**src/rtl/bitcount_param.sv**
```systemverilog
// Parametrised multi-mode bit counter.
// An N-bit operand is loaded into a right-shift register, then one bit is
// examined per clock. The result is the count of ones, the count of zeros, or
// the trailing-zero count of the loaded operand.
module bitcount_param #(
    parameter int unsigned N  = 16,
    parameter int unsigned CW = 5
) (
    input  logic          Clock,
    input  logic          Resetn,
    input  logic          LA,
    input  logic          s,
    input  logic [1:0]    Mode,
    input  logic [N-1:0]  Data,
    output logic [CW-1:0] B,
    output logic          Done,
    output logic          Busy
);

    localparam int unsigned MW = 2;

    localparam logic [MW-1:0] MODE_ONES  = 2'b00;
    localparam logic [MW-1:0] MODE_ZEROS = 2'b01;
    localparam logic [MW-1:0] MODE_TZ    = 2'b10;

    typedef enum logic [1:0] {
        ST_IDLE  = 2'b00,
        ST_SHIFT = 2'b01,
        ST_DONE  = 2'b10
    } state_e;

    state_e          state_q, state_d;
    logic [N-1:0]    a_q, a_d;
    logic [CW-1:0]   b_q, b_d;
    logic [CW-1:0]   k_q, k_d;
    logic [MW-1:0]   mode_q, mode_d;
    logic            done_q, done_d;
    logic            busy_q, busy_d;

    // Mode 11 is reserved and behaves as a plain popcount.
    logic            is_tz;
    assign is_tz = (mode_q == MODE_TZ);

    // Next-state, datapath updates and Moore flag decode.
    always_comb begin
        state_d = state_q;
        a_d     = a_q;
        b_d     = b_q;
        k_d     = k_q;
        mode_d  = mode_q;

        case (state_q)
            ST_IDLE: begin
                b_d = '0;
                k_d = '0;
                if (LA) begin
                    mode_d = Mode;
                    // Counting zeros is a popcount of the inverted operand.
                    a_d    = (Mode == MODE_ZEROS) ? ~Data : Data;
                end
                if (s) begin
                    state_d = ST_SHIFT;
                end
            end

            ST_SHIFT: begin
                if (is_tz) begin
                    // Stop on the first set bit, or after N zeros.
                    if (a_q[0] || (k_q == CW'(N))) begin
                        state_d = ST_DONE;
                    end else begin
                        a_d = a_q >> 1;
                        b_d = b_q + CW'(1);
                        k_d = k_q + CW'(1);
                    end
                end else begin
                    // Terminate early once no set bits remain.
                    if (a_q == '0) begin
                        state_d = ST_DONE;
                    end else begin
                        a_d = a_q >> 1;
                        b_d = b_q + CW'(a_q[0]);
                    end
                end
            end

            ST_DONE: begin
                if (!s) begin
                    state_d = ST_IDLE;
                end
            end

            default: begin
                state_d = ST_IDLE;
            end
        endcase

        done_d = (state_d == ST_DONE);
        busy_d = (state_d == ST_SHIFT);
    end

    // State, datapath and registered status flags.
    always_ff @(posedge Clock or negedge Resetn) begin
        if (!Resetn) begin
            state_q <= ST_IDLE;
            a_q     <= '0;
            b_q     <= '0;
            k_q     <= '0;
            mode_q  <= MODE_ONES;
            done_q  <= 1'b0;
            busy_q  <= 1'b0;
        end else begin
            state_q <= state_d;
            a_q     <= a_d;
            b_q     <= b_d;
            k_q     <= k_d;
            mode_q  <= mode_d;
            done_q  <= done_d;
            busy_q  <= busy_d;
        end
    end

    assign B    = b_q;
    assign Done = done_q;
    assign Busy = busy_q;

endmodule

```
**config.mk**
```make
export PLATFORM = sky130hd
export DESIGN_NAME = bitcount_param
export DESIGN_NICKNAME = d
export VERILOG_FILES = /design/src/rtl/bitcount_param.sv
export SDC_FILE = /design/constraint.sdc
export NUM_CORES = 1
export LEC_CHECK = 0
export CAP_MARGIN = 30
export CORE_AREA = 2 2 72 74
export DETAILED_ROUTE_END_ITERATION = 10
export DIE_AREA = 0 0 74 76
export PLACE_DENSITY = 0.64
export SLEW_MARGIN = 25
export SYNTH_ARGS = -nofsm -noshare
export SYNTH_HDL_FRONTEND = slang
export SYNTH_SLANG_ARGS = --single-unit
```
**constraint.sdc**
```tcl
create_clock -name Clock -period 3.7 [get_ports Clock]
set_input_delay 0.74 -clock Clock [delete_from_list [all_inputs] [get_ports Clock]]
set_output_delay 0.74 -clock Clock [all_outputs]
set_load 0.1 [all_outputs]
```
==> metrics.md <==
| Metric | Value |
|---|---|
| Status | complete, no violations |
| Post-route ant nets | 0 |
| Die Span X | between 70 and 80 um |
| Final TNS setup | 0 ps |
| Final hold slack | about 500 ps |
| Critical Path End Type | primary output |
| Post-synthesis register bit count | 32 |
| Critical path type | flop to primary output |
| Share of layout cells above drive strength 1 | 0.167 |
| Peak VDD IR | about 550 uV |
| Worst-margin pin slew | approximately 970 ps |
| Grt ovf | 0 |
| Relative slew slack | 0.351 |
| TritonRoute pass-1 iters | 4 |
| Min Tclk post-route | between 2000 and 3000 ps |
| Clk_skew | between 8 and 9 ps |
| Max Cap Violations | 0 |
| CORE AREA | about 0.005 mm2 |
| Vias per inst | between 4 and 5 |
| Clk_lat worst skew | ~280 ps |
| Post-CTS sizing | 0 |
| IO Port Bufs | 28 |
| Root Buffer | clkbuf_8 |
| Crit-path cells | clkdlybuf4s50_1 |
| Synth area leader | dfrtp_1 |
| Postcts setup bufs | 0 |
| Unrepaired setup endpoints after global routing | no |
| Largest net degree at the start of global routing | 33 |
| Crit-path leading delay family | buffers and inverters |
| CTS clk-pin slew, worst paths | about 70 ps |
| Inserted Diodes | 0 |
| DP Wirelength | 2570 um |
| Post-CTS Hold Fix Bufs | 0 |
| Synth async-reset ratio | 1.00 |
| Num CTS Buffers | 5 |
| Syn Nets | about 210 |
| Die area | roughly 0.0056 mm2 |
| Die Y | between 70 and 80 um |
| Buf/Inv on CP | 1 |
| Power density cells | between 800 and 900 mW/mm2 |
| Initial antenna violation count | 0 |
| Leak | between 0.001 and 0.0015 uW |
| Pre-CTS setup slack | between 1000 and 1500 ps |
| # DRC | 0 |
| Dominant synthesized flop cell | dfrtp_1 |
| Distinct cells, synth | 35 |
| Post-Synthesis Cells | between 150 and 200 |
| Row cnt | 26 |
| CP arrival | 1880 ps |
| Sequential area share after synthesis | 0.424 |
| Final setup fails | 0 |
| Hold path start | mode_q[0] |
| Global-route wire length before repair | 6400 um |
| Number of global-route vias before repair | 1357 |
| Placed Cells | approximately 280 |
| Fin nets | about 240 |
| Final cell count without fillers | ~290 |
| GRT Resource Usage Total | 0.146 |
| Max FO, Critical Path | 6 |
| Most frequent cells in the layout | 32 x dfrtp_1, 32 x nand2_1, 28 x clkdlybuf4s50_1 |
| DR WL/cell | around 13 um |
| Gpl congestion | a little under 0.7 |
| Post-synth top area share | 0.424 |
| Vias | 1396 |
| Crit path from | B[2] |
| Area of the mapped netlist | roughly 0.0019 mm2 |
| CP peak stage delay | 1160 ps |
| Fill count | between 400 and 500 |
| Max Buffers Root-to-Sink | 2 |
| Initial core utilization | 0.384 |
| H-tree Lvls | 2 |
| Synth area leaders | dfrtp_1 42%, mux2_4 8.0%, xor2_1 7.4%, nand2_1 6.4%, o21ai_0 4.2% |
| EDFF count, synth | 0 |
| Count of final max-slew check failures | 0 |
| Crit path max-delay cell type | clkdlybuf4s50_1 |
| Required time worst endpoint | around 3000 ps |
| Fin crit share | 0.709 |
| WL final | 3810 um |
| Num ports | 29 |
| Worst setup margin | around 1100 ps |
| Max Fclk | around 380 MHz |
| Startpoint class of the critical path | flop |
| Synth warn | 0 |
| Drt initial violations | 110 |
| Final hold violation count | 0 |
| Layout area overhead | 23.7% |
| TritonCTS clock tree | yes |
| Clk sinks | 32 |
| Hold Path Class | flop to flop |
| Worst R2R Start | a_q[0] |
| Avg Inst Size Synth | about 10 um2 |
==> stage by stage <==
stage                     power (uW)   util  instance area (um2)
after floorplan                 1530      -                 1890
after global placement          1730  0.456                 2240
after detailed placement        1760  0.456                 2240
after CTS                       2040  0.475                 2330
after global routing            2180  0.475                 2330
final                           2020  0.475                 2330
==> cell usage after synthesis, types with 3 or more instances <==
cell and n:
nand4_1 3, mux2_2 7, inv_1 3, o211ai_1 3, clkbuf_1 9, a22o_1 6, o21ai_0 16, nand2b_1 4
nand2_1 32, or4_1 4, dfrtp_1 32, a21o_1 3, o22ai_1 3, mux2_4 10, xor2_1 16, nor2_1 7
ha_1 4, a21oi_1 3
==> per-layer routing <==
layer / vias up / track usage / share of wire
li1: 718 / - / -
met1: 651 / 0.202 / 0.49
met2: 20 / 0.220 / 0.46
met3: 7 / 0.0344 / 0.028
met4: 0 / 0.0545 / 0.017
met5: - / 0 / 0
==> worst paths after layout <==
path | endpoint | slack (ps) | cells after the start
setup / recovery | B[2] | 1080 | 1
hold / removal | mode_q[0] | 500 | 2
setup reg to reg | a_q[7] | 1150 | 5
hold reg to reg | mode_q[0] | 500 | 2
max in group asynchronous | a_q[2] | 2530 | 2
min in group asynchronous | B[2] | 860 | 2
==> power by group <==
| group | total (uW) | switching (uW) | internal [uW] |
|---|---|---|---|
| Clock | 277 | 129 | 148 |
| Combinational | 1090 | 572 | 513 |
| Sequential | 658 | 160 | 498 |
==> state kept, by name (all words and copies together) (netlist names) <==
signal   cells
B            5
Busy         1
Done         1
a_q         16
k_q          5
mode_q       2
state_q      2
==> cells by family after synthesis <==
kind of cell               synth area share
buffers and inverters                0.0345
and+or+nand+nor                       0.160
AOI/OAI and AO/OA                     0.159
adders and majority gates            0.0265
DFF                                   0.424
muxes                                 0.121
xor gates and xnor gates             0.0742
==> layout make-up <==
type | count | area (um2) | share of cell area
Multi-Input combinational cell | 140 | 1020 | 0.439
Timing Repair Buffer | 33 | 318 | 0.136
Inverter | 3 | 11.3 | 0.00482
Clock inverter | 2 | 10.0 | 0.00429
Sequential cell | 32 | 801 | 0.343
Clock buffer | 6 | 82.6 | 0.0354
Tap cell | 70 | 87.6 | 0.0375
No activity file was read; power rests on OpenSTA's default activity.
